==> config.mk <==
export PLATFORM = sky130hd
export DESIGN_NAME = round_pipe_flat
export DESIGN_NICKNAME = d
export VERILOG_FILES = /design/src/rtl/round_pipe_if.sv /design/src/rtl/round_pipe.sv /design/src/flat_wrapper.sv
export SDC_FILE = /design/constraint.sdc
export NUM_CORES = 1
export LEC_CHECK = 0
export ABC_AREA = 1
export ABC_CLOCK_PERIOD_IN_PS = 4400
export CAP_MARGIN = 20
export CORE_AREA = 2 2 105 107
export DETAILED_ROUTE_END_ITERATION = 16
export DIE_AREA = 0 0 107 109
export HOLD_SLACK_MARGIN = 0.15
export PLACE_DENSITY = 0.66
export SYNTH_ARGS = -nofsm -noshare
export SYNTH_HDL_FRONTEND = slang
export SYNTH_SLANG_ARGS = --single-unit
==> constraint.sdc <==
create_clock -name CLK -period 4.4 [get_ports CLK]
set_input_delay 0.88 -clock CLK [delete_from_list [all_inputs] [get_ports CLK]]
set_output_delay 0.88 -clock CLK [all_outputs]
set_load 0.02 [all_outputs]
==> src/rtl/round_pipe_if.sv <==
// Valid/ready bus for round_pipe: the producer beat in, the rounded result out.
// The master modport is the side feeding operands and consuming results.
interface round_pipe_if #(
    parameter int MAN_WD = 23,
    parameter int EXP_WD = 8,
    parameter int GRD_WD = 3
);
    logic                     in_valid;
    logic                     in_ready;
    logic                     in_sign;
    logic [EXP_WD-1:0]        in_exp;
    logic [MAN_WD+GRD_WD:0]   in_man;
    logic [1:0]               in_rm;

    logic                     out_valid;
    logic                     out_ready;
    logic                     out_sign;
    logic [EXP_WD-1:0]        out_exp;
    logic [MAN_WD-1:0]        out_man;
    logic                     out_inexact;
    logic                     out_overflow;

    modport master (
        output in_valid, in_sign, in_exp, in_man, in_rm, out_ready,
        input  in_ready, out_valid, out_sign, out_exp, out_man, out_inexact, out_overflow
    );

    modport slave (
        input  in_valid, in_sign, in_exp, in_man, in_rm, out_ready,
        output in_ready, out_valid, out_sign, out_exp, out_man, out_inexact, out_overflow
    );
endinterface

==> src/rtl/round_pipe.sv <==
// Two-stage IEEE-style rounder: S1 decides the increment, S2 adds, renormalises
// and resolves overflow. Elastic valid/ready handshake at both ends.
module round_pipe #(
    parameter int MAN_WD = 23,
    parameter int EXP_WD = 8,
    parameter int GRD_WD = 3
) (
    input  logic          CLK,
    input  logic          RST,
    round_pipe_if.slave   bus
);
    localparam int SIG_WD = MAN_WD + 1;
    localparam logic [EXP_WD-1:0] EXP_ONES = '1;
    localparam logic [EXP_WD-1:0] EXP_MAXF = {{(EXP_WD-1){1'b1}}, 1'b0};
    localparam logic [EXP_WD-1:0] EXP_ONE  = {{(EXP_WD-1){1'b0}}, 1'b1};

    logic              run_q;
    logic              s1_adv;
    logic              s2_adv;
    logic              take;

    logic              s1_valid_q, s1_valid_d;
    logic              s1_sign_q, s1_sign_d;
    logic [EXP_WD-1:0] s1_exp_q, s1_exp_d;
    logic [SIG_WD-1:0] s1_sig_q, s1_sig_d;
    logic [1:0]        s1_rm_q, s1_rm_d;
    logic              s1_inc_q, s1_inc_d;
    logic              s1_inx_q, s1_inx_d;

    logic              out_valid_q, out_valid_d;
    logic              out_sign_q, out_sign_d;
    logic [EXP_WD-1:0] out_exp_q, out_exp_d;
    logic [MAN_WD-1:0] out_man_q, out_man_d;
    logic              out_inx_q, out_inx_d;
    logic              out_ovf_q, out_ovf_d;

    logic              lsb_bit, grd_bit, stk_bit;
    logic              inc_c;
    logic [SIG_WD:0]   sum_c;
    logic [EXP_WD-1:0] exp_r;
    logic [MAN_WD-1:0] frac_r;
    logic              to_inf;

    // run_q keeps in_ready low while reset is held and for no longer.
    always_ff @(posedge CLK or negedge RST) begin
        if (!RST) run_q <= 1'b0;
        else      run_q <= 1'b1;
    end

    assign s2_adv       = !out_valid_q | bus.out_ready;
    assign s1_adv       = !s1_valid_q | s2_adv;
    assign bus.in_ready = run_q & s1_adv;
    assign take         = bus.in_valid & bus.in_ready;

    assign lsb_bit = bus.in_man[GRD_WD];
    assign grd_bit = bus.in_man[GRD_WD-1];
    assign stk_bit = |bus.in_man[GRD_WD-2:0];

    always_comb begin
        inc_c = 1'b0;
        case (bus.in_rm)
            2'b00:   inc_c = grd_bit & (stk_bit | lsb_bit);
            2'b01:   inc_c = 1'b0;
            2'b10:   inc_c = !bus.in_sign & (grd_bit | stk_bit);
            default: inc_c = bus.in_sign & (grd_bit | stk_bit);
        endcase
    end

    always_comb begin
        s1_valid_d = s1_valid_q;
        s1_sign_d  = s1_sign_q;
        s1_exp_d   = s1_exp_q;
        s1_sig_d   = s1_sig_q;
        s1_rm_d    = s1_rm_q;
        s1_inc_d   = s1_inc_q;
        s1_inx_d   = s1_inx_q;
        if (s1_adv) s1_valid_d = take;
        if (take) begin
            s1_sign_d = bus.in_sign;
            s1_exp_d  = bus.in_exp;
            s1_sig_d  = bus.in_man[MAN_WD+GRD_WD:GRD_WD];
            s1_rm_d   = bus.in_rm;
            s1_inc_d  = inc_c;
            s1_inx_d  = grd_bit | stk_bit;
        end
    end

    always_ff @(posedge CLK or negedge RST) begin
        if (!RST) begin
            s1_valid_q <= 1'b0;
            s1_sign_q  <= 1'b0;
            s1_exp_q   <= '0;
            s1_sig_q   <= '0;
            s1_rm_q    <= '0;
            s1_inc_q   <= 1'b0;
            s1_inx_q   <= 1'b0;
        end else begin
            s1_valid_q <= s1_valid_d;
            s1_sign_q  <= s1_sign_d;
            s1_exp_q   <= s1_exp_d;
            s1_sig_q   <= s1_sig_d;
            s1_rm_q    <= s1_rm_d;
            s1_inc_q   <= s1_inc_d;
            s1_inx_q   <= s1_inx_d;
        end
    end

    assign sum_c  = {1'b0, s1_sig_q} + {{SIG_WD{1'b0}}, s1_inc_q};
    assign to_inf = (s1_rm_q == 2'b00) | (s1_rm_q == 2'b10 & !s1_sign_q) |
                    (s1_rm_q == 2'b11 & s1_sign_q);

    // Stage-2 datapath: carry handling, subnormal promotion, then overflow.
    always_comb begin
        exp_r  = s1_exp_q;
        frac_r = sum_c[MAN_WD-1:0];
        if (sum_c[SIG_WD]) begin
            exp_r  = s1_exp_q + EXP_ONE;
            frac_r = '0;
        end else if (s1_exp_q == '0 && !s1_sig_q[MAN_WD] && sum_c[MAN_WD]) begin
            exp_r = EXP_ONE;
        end
    end

    always_comb begin
        out_valid_d = out_valid_q;
        out_sign_d  = out_sign_q;
        out_exp_d   = out_exp_q;
        out_man_d   = out_man_q;
        out_inx_d   = out_inx_q;
        out_ovf_d   = out_ovf_q;
        if (s2_adv) out_valid_d = s1_valid_q;
        if (s2_adv && s1_valid_q) begin
            out_sign_d = s1_sign_q;
            if (s1_exp_q == EXP_ONES) begin
                // Inf/NaN: the payload is carried through untouched.
                out_exp_d = EXP_ONES;
                out_man_d = s1_sig_q[MAN_WD-1:0];
                out_inx_d = 1'b0;
                out_ovf_d = 1'b0;
            end else if (exp_r == EXP_ONES) begin
                out_ovf_d = 1'b1;
                out_inx_d = 1'b1;
                out_exp_d = to_inf ? EXP_ONES : EXP_MAXF;
                out_man_d = to_inf ? '0 : '1;
            end else begin
                out_exp_d = exp_r;
                out_man_d = frac_r;
                out_inx_d = s1_inx_q;
                out_ovf_d = 1'b0;
            end
        end
    end

    always_ff @(posedge CLK or negedge RST) begin
        if (!RST) begin
            out_valid_q <= 1'b0;
            out_sign_q  <= 1'b0;
            out_exp_q   <= '0;
            out_man_q   <= '0;
            out_inx_q   <= 1'b0;
            out_ovf_q   <= 1'b0;
        end else begin
            out_valid_q <= out_valid_d;
            out_sign_q  <= out_sign_d;
            out_exp_q   <= out_exp_d;
            out_man_q   <= out_man_d;
            out_inx_q   <= out_inx_d;
            out_ovf_q   <= out_ovf_d;
        end
    end

    assign bus.out_valid    = out_valid_q;
    assign bus.out_sign     = out_sign_q;
    assign bus.out_exp      = out_exp_q;
    assign bus.out_man      = out_man_q;
    assign bus.out_inexact  = out_inx_q;
    assign bus.out_overflow = out_ovf_q;
endmodule

==> src/flat_wrapper.sv <==
// flat-port wrapper written by rule: the top's interface ports become plain ports
module round_pipe_flat 
#(
    parameter int MAN_WD = 23,
    parameter int EXP_WD = 8,
    parameter int GRD_WD = 3
)
  (CLK, RST, bus_in_valid, bus_in_sign, bus_in_exp, bus_in_man, bus_in_rm, bus_out_ready, bus_in_ready, bus_out_valid, bus_out_sign, bus_out_exp, bus_out_man, bus_out_inexact, bus_out_overflow);
  round_pipe_if #(.MAN_WD(MAN_WD), .EXP_WD(EXP_WD), .GRD_WD(GRD_WD)) bus_i ();
  input  logic CLK;
  input  logic RST;
  input wire logic [$bits(bus_i.in_valid)-1:0] bus_in_valid;
  input wire logic [$bits(bus_i.in_sign)-1:0] bus_in_sign;
  input wire logic [$bits(bus_i.in_exp)-1:0] bus_in_exp;
  input wire logic [$bits(bus_i.in_man)-1:0] bus_in_man;
  input wire logic [$bits(bus_i.in_rm)-1:0] bus_in_rm;
  input wire logic [$bits(bus_i.out_ready)-1:0] bus_out_ready;
  output wire logic [$bits(bus_i.in_ready)-1:0] bus_in_ready;
  output wire logic [$bits(bus_i.out_valid)-1:0] bus_out_valid;
  output wire logic [$bits(bus_i.out_sign)-1:0] bus_out_sign;
  output wire logic [$bits(bus_i.out_exp)-1:0] bus_out_exp;
  output wire logic [$bits(bus_i.out_man)-1:0] bus_out_man;
  output wire logic [$bits(bus_i.out_inexact)-1:0] bus_out_inexact;
  output wire logic [$bits(bus_i.out_overflow)-1:0] bus_out_overflow;
  assign bus_i.in_valid = bus_in_valid;
  assign bus_i.in_sign = bus_in_sign;
  assign bus_i.in_exp = bus_in_exp;
  assign bus_i.in_man = bus_in_man;
  assign bus_i.in_rm = bus_in_rm;
  assign bus_i.out_ready = bus_out_ready;
  assign bus_in_ready = bus_i.in_ready;
  assign bus_out_valid = bus_i.out_valid;
  assign bus_out_sign = bus_i.out_sign;
  assign bus_out_exp = bus_i.out_exp;
  assign bus_out_man = bus_i.out_man;
  assign bus_out_inexact = bus_i.out_inexact;
  assign bus_out_overflow = bus_i.out_overflow;
  round_pipe #(.MAN_WD(MAN_WD), .EXP_WD(EXP_WD), .GRD_WD(GRD_WD)) u_core (.CLK(CLK), .RST(RST), .bus(bus_i));
endmodule
---- Yosys cells after proc, flatten, opt, wreduce, memory -nomap -nowiden ----
Cells that the tools add are included.
cells by class
  add/subtract/negate cells ............... 2
  eq/ne operators ......................... 6
  multiplexer cells ....................... 14
  bitwise operators ....................... 13
  reductions and logical operators ........ 12
operators with widths
  operator             count
  $mux 23              4
  $mux 8               4
  $add 24x1->25        1
  $eq 8x8->1 const B   2
  $add 8x1->8 const B  1
  $logic_not 8->1      1
  $and 1x1->1          7
  $eq 2x2->1 const B   3
  $or 1x1->1           6
  $logic_not 1->1      5
  $mux 1               5
  $logic_not 2->1      2
  $logic_and 1x1->1    3
  $pmux 1 s3           1
  $eq 2x1->1 const B   1
  $reduce_or 2->1      1
word-level totals
  register bits ........................... 74
  input port bits ......................... 42
  output and inout port bits .............. 36
  word-level logic and storage cells ...... 61

---- Depth between registers and ports, before layout ----
  depth after elaboration ................. 8
  mapped depth ............................ 17
  gate-level depth less buffers ........... 16

---- Worst setup path after synthesis ----
Ideal clock, no wire load.
  path type ............................... register -> register
  from .................................... reg u_core.s1_inc_q
  to ...................................... reg u_core.out_man_q[16], in the netlist u_core.bus.out_man[16]
  setup time .............................. 116 ps
  arrival time ............................ 2089 ps
  data required time ...................... 4284 ps
  setup slack ............................. 2195 ps
  cell stages (with the launch flop) ...... 18
  path buffers ............................ 1
  clock period less this slack ............ 2205 ps
  cells stage by stage .................... dfrtp_1 ha_1 ha_1 nand2_1 nor2_4 nand2_4 clkinv_1 nand2_4 nand2_1 o21ai_1 nand2_1 nor2_4 nand2_4 buf_6 nand2_1 nand3_1 nand2_1 nand2_1
on the way
  longest elaborated chain between the ends .. 7
  elaborated cells between the ends (all ways) .. 8
  classes of those cells .................. add/sub (1); eq/ne (1); mux (5); reduce/logical (1)
ends and longest elaborated chain
  what                    RTL line           text
  start, declared         round_pipe.sv:27   logic s1_inc_q, s1_inc_d;
  start signal, assigned  round_pipe.sv:103  s1_inc_q <= s1_inc_d;
  $add 24x1->25 (*)       round_pipe.sv:108  assign sum_c = {1'b0, s1_sig_q} + {{SIG_WD{1'b0}}, s1_inc_q};
  $logic_and 1x1->1       round_pipe.sv:119  end else if (s1_exp_q == '0 && !s1_sig_q[MAN_WD] && sum_c[MAN_WD]) begin
  $mux 8                  round_pipe.sv:119
  $mux 8                  round_pipe.sv:116  if (sum_c[SIG_WD]) begin
  $eq 8x8->1              round_pipe.sv:140  end else if (exp_r == EXP_ONES) begin
  $mux 23 (*)             round_pipe.sv:140
  $mux 23 (*)             round_pipe.sv:134  if (s1_exp_q == EXP_ONES) begin
  end signal, assigned    round_pipe.sv:166  out_man_q <= out_man_d;
  end, declared           round_pipe.sv:33   logic [MAN_WD-1:0] out_man_q, out_man_d;
Mark *: on every way between the ends. The rest lies on a longest branch, timed or not.
A chain may end at the register's enable or synchronous reset.

---- Final worst setup path ----
  from .................................... in bus_out_ready
  to ...................................... out bus_in_ready
on the way
  longest elaborated chain between the ends .. 3
ends and longest elaborated chain
  what             RTL line            text
  start, declared  flat_wrapper.sv:17  input wire logic [$bits(bus_i.out_ready)-1:0] bus_out_ready;
  $or 1x1->1       round_pipe.sv:50    assign s2_adv = !out_valid_q | bus.out_ready;
  $or 1x1->1       round_pipe.sv:51    assign s1_adv = !s1_valid_q | s2_adv;
  $and 1x1->1      round_pipe.sv:52    assign bus.in_ready = run_q & s1_adv;
  end, declared    flat_wrapper.sv:18  output wire logic [$bits(bus_i.in_ready)-1:0] bus_in_ready;
No other way between the ends.

==> results.txt <==
* Final antenna diode count: 0
* Yosys synthesis warning count: 0
- The tree is rooted in a sky130_fd_sc_hd__clkbuf_8.
- Setup TNS after final layout: 0 ns
- The finished cells cover 5450 sq um.
- Later-pin clock latency in the skew report: 0.35 ns
- In the global route stage, overall resource usage came out at 19.3%.
* First drt pass iteration count: 4
- Routed length per placed instance: 12.6 microns
- Hold Fails Final Rpt: 0
* Final routed wirelength across all metal layers: 10,500 microns
- STA classifies the critical path endpoint as a primary output.
- Minimum setup slack in the final design: 1.35 ns
- After filler insertion, the fill cell instance count of the layout stands at 1,066.
- TritonCTS clock tree: yes
* Arrival time worst endpoint: 2.17 ns
- The flow ran to the end, and the final reports show no timing, DRC or antenna violations.
- Number of setup violations in the final report: 0
- # hold bufs at CTS: 0
- Reg-to-Reg Start: u_core.s1_inc_q$_DFFE_PN0P_
- Worst hold-check path type: reg -> reg
* Post-route non-filler standard cell count: 829
- The first global-routing pass estimated 18,000 microns of wire.
* Cell accounting for the most synthesized area: sky130_fd_sc_hd__dfrtp_1
- The detail route stage leaves a number of antenna-violating nets equal to 0.
- The synthesized design devotes to its leading area cell type 42.4% of total area.
* Die span in x: 107 microns
- Max-cap violations: 0
* Post-Place Worst Slack: 1.34 ns
* Top_reg_cell synth: sky130_fd_sc_hd__dfrtp_1
- I/O Buffers: 77
- Synthesis-to-finish area growth: 24.9%
- Met2 Resource Use GR: 29.2%
- The initial antenna violation count was 0.
* Footprint of the multi-input gates: 2120 sq um
* Leakage power of the design: 2.89 nW
- Setup repair after global routing left no endpoint under its margin.
- The sequential cells in the finished layout cover a total of 1850 sq um.
- Height of the die: 109 microns
- Based on the critical path, the design can be clocked at up to 0.328 GHz.
- Seq/Total Area, Yosys: 42.4%
- Critical path class: in -> out
- Number of placed I/O pins: 78
* Element type at the critical path start: input port
* Global placer's final weighted congestion: 0.889
- Clock sinks: 74
- Met1 Usage GRT: 28.8%
- The initial utilization of the core area, before any placement, comes to 41.2%.
- Across all layers, the routed design uses 3,883 vias.
- Synthesis handed over a netlist of 612 instances.
* Vias per inst: 4.68
- Placed insts: 813
- Ratio of cells with drive above 1 in the final layout: 8.42%
* Most common cell after layout, fill and taps aside: sky130_fd_sc_hd__nand2_1
* Core area: 10,600 sq um
- Clock tree skew after final layout: 0.0112 ns
- Vias in the first global route: 3,666
- Synth unique cells: 31
- For the pin with the worst max-slew slack, the measured transition is 0.750 ns.
* Required time of the worst setup path: 3.52 ns
* Peak-usage layer in the global routing report: met2
- The floorplan step defined a die boundary enclosing 11,700 sq um.
* Drt first-iter violations: 242
- Power density of the placed cells: 400 nW/um^2
* Cell area after synthesis: 4370 sq um
- H-tree Lvls: 3
- The routed design could run at a clock period as short as 3.05 ns.
- Per-instance average area after synthesis: 7.14 sq um
- The floorplan has 38 rows.
- Gates resized during post-CTS repair numbered 0.
- EDFF count, synth: 0
* Part of the cycle the worst path needs: 69.3%
* Nets@finish: 730
- The most critical setup path has its startpoint at bus_out_ready.
* Met3 track demand over resource in global routing: 3.65%
- Number of buffers created by CTS: 9
- Synthesis inferred 74 register bits.
- Entering global routing, the biggest net connects 48 pins.
* Fraction of registers with async set/reset: 100%
- Ranked by total cell area, the synthesized netlist is headed by sky130_fd_sc_hd__dfrtp_1, sky130_fd_sc_hd__nand2_1, sky130_fd_sc_hd__inv_1, sky130_fd_sc_hd__o21ai_0, sky130_fd_sc_hd__nand3_1.
* Area after detailed placement: 5240 sq um
- Hold path startpoint: u_core.bus.out_man[20]$_DFFE_PN0P_
- Setup repair bufs after CTS: 0
- Most frequent cells in the layout: sky130_fd_sc_hd__nand2_1, sky130_fd_sc_hd__clkdlybuf4s50_1, sky130_fd_sc_hd__dfrtp_1, sky130_fd_sc_hd__inv_1, sky130_fd_sc_hd__o21ai_0
- Highest fanout seen on the critical path: 2
* DRC: 0
- Detailed placement ended at an HPWL of 7760 microns.
- Final number of max-transition violations: 0
* Post-CTS clock slew at the launch and capture registers of the worst setup and hold paths: 0.07 ns
- IR analysis of the VDD net gives a maximum drop of 0.154 mV.
- In this run the tightest slew margin relative to its limit is 50.0%.
- Post-Synthesis Net Count: 658
* Overflow left after global routing: 0
- The clock passes through at most 2 buffers.
cells in the mapped netlist, drive strengths merged, types with 2 or more instances:
cell    instances
a21oi           8
buf             7
clkbuf         15
dfrtp          74
ha              4
inv            72
nand2         256
nand3          42
nand4           7
nor2           46
nor3            3
nor3b           2
o21ai          47
o22ai           6
xnor2           5
xor2           14
kinds of logic after synthesis:
kind of cell	share of synthesized area, %
simple gates	36.1
xor+xnor	3.81
buf+inv	8.97
flops	42.4
compound gates	7.53
fa+ha+maj	1.15
other cells	0.0859
power by group:
group          switching (mW)  internal, mW  total (mW)  leakage [nW]
Clock                   0.249         0.331       0.580         0.116
Sequential              0.122         0.813       0.935         0.914
Combinational           0.358         0.307       0.665          1.86
critical path: stages:
cell and delay, ns:
sky130_fd_sc_hd__clkdlybuf4s50_1 0.45, sky130_fd_sc_hd__inv_1 0.05, sky130_fd_sc_hd__nand3_1 0.08, sky130_fd_sc_hd__nand2_1 0.05, sky130_fd_sc_hd__inv_1 0.06, sky130_fd_sc_hd__clkdlybuf4s50_1 0.60
registers in the layout, indices dropped and copies added, names as in the netlist:
signal,cells
u_core.bus.out_overflow,1
u_core.run_q,1
u_core.bus.out_exp,8
u_core.bus.out_valid,1
u_core.bus.out_inexact,1
u_core.s1_inc_q,1
u_core.s1_exp_q,8
u_core.s1_valid_q,1
u_core.s1_inx_q,1
u_core.s1_sig_q,24
u_core.bus.out_man,23
u_core.bus.out_sign,1
u_core.s1_rm_q,2
u_core.s1_sign_q,1
metrics by stage:
| stage | utilization, % | power [mW] | hold slack (ns) |
|---|---|---|---|
| 3_5_place_dp | 49.4 | 1.62 | 0.466 |
| 4_1_cts | 51.4 | 2.21 | 0.487 |
| 2_1_floorplan | - | 1.31 | 0.449 |
| 5_1_grt | 51.4 | 2.33 | 0.499 |
| 3_3_place_gp | 49.4 | 1.61 | 0.463 |
| 6_report | 51.4 | 2.18 | 0.482 |
metal layers:
| layer | vias up | part of all wire [%] |
|---|---|---|
| li1 | 2035 | - |
| met5 | - | 0 |
| met3 | 6 | 5.5 |
| met1 | 1746 | 50 |
| met4 | 0 | 0.83 |
| met2 | 96 | 43 |
worst paths after layout:
check                                                     end  slack [ns]  cells past startpoint
max                                              bus_in_ready        1.35                      6
min                        u_core.bus.out_man[20]$_DFFE_PN0P_        0.48                      2
max reg2reg                u_core.bus.out_man[12]$_DFFE_PN0P_        1.69                     15
min reg2reg                u_core.bus.out_man[20]$_DFFE_PN0P_        0.48                      2
max in group asynchronous      u_core.s1_exp_q[0]$_DFFE_PN0P_        2.83                      2
min in group asynchronous   u_core.bus.out_man[4]$_DFFE_PN0P_        0.59                      1
area by class of cell:
cell class	instances	share of cell area (%)
tap	140	3.21
clock buffer	10	2.52
inverter	73	5.02
multi-input combinational	443	39.0
clock inverter	6	1.47
timing repair buffer	83	14.9
sequential	74	34.0
No activity file was read; power rests on OpenSTA's default activity.
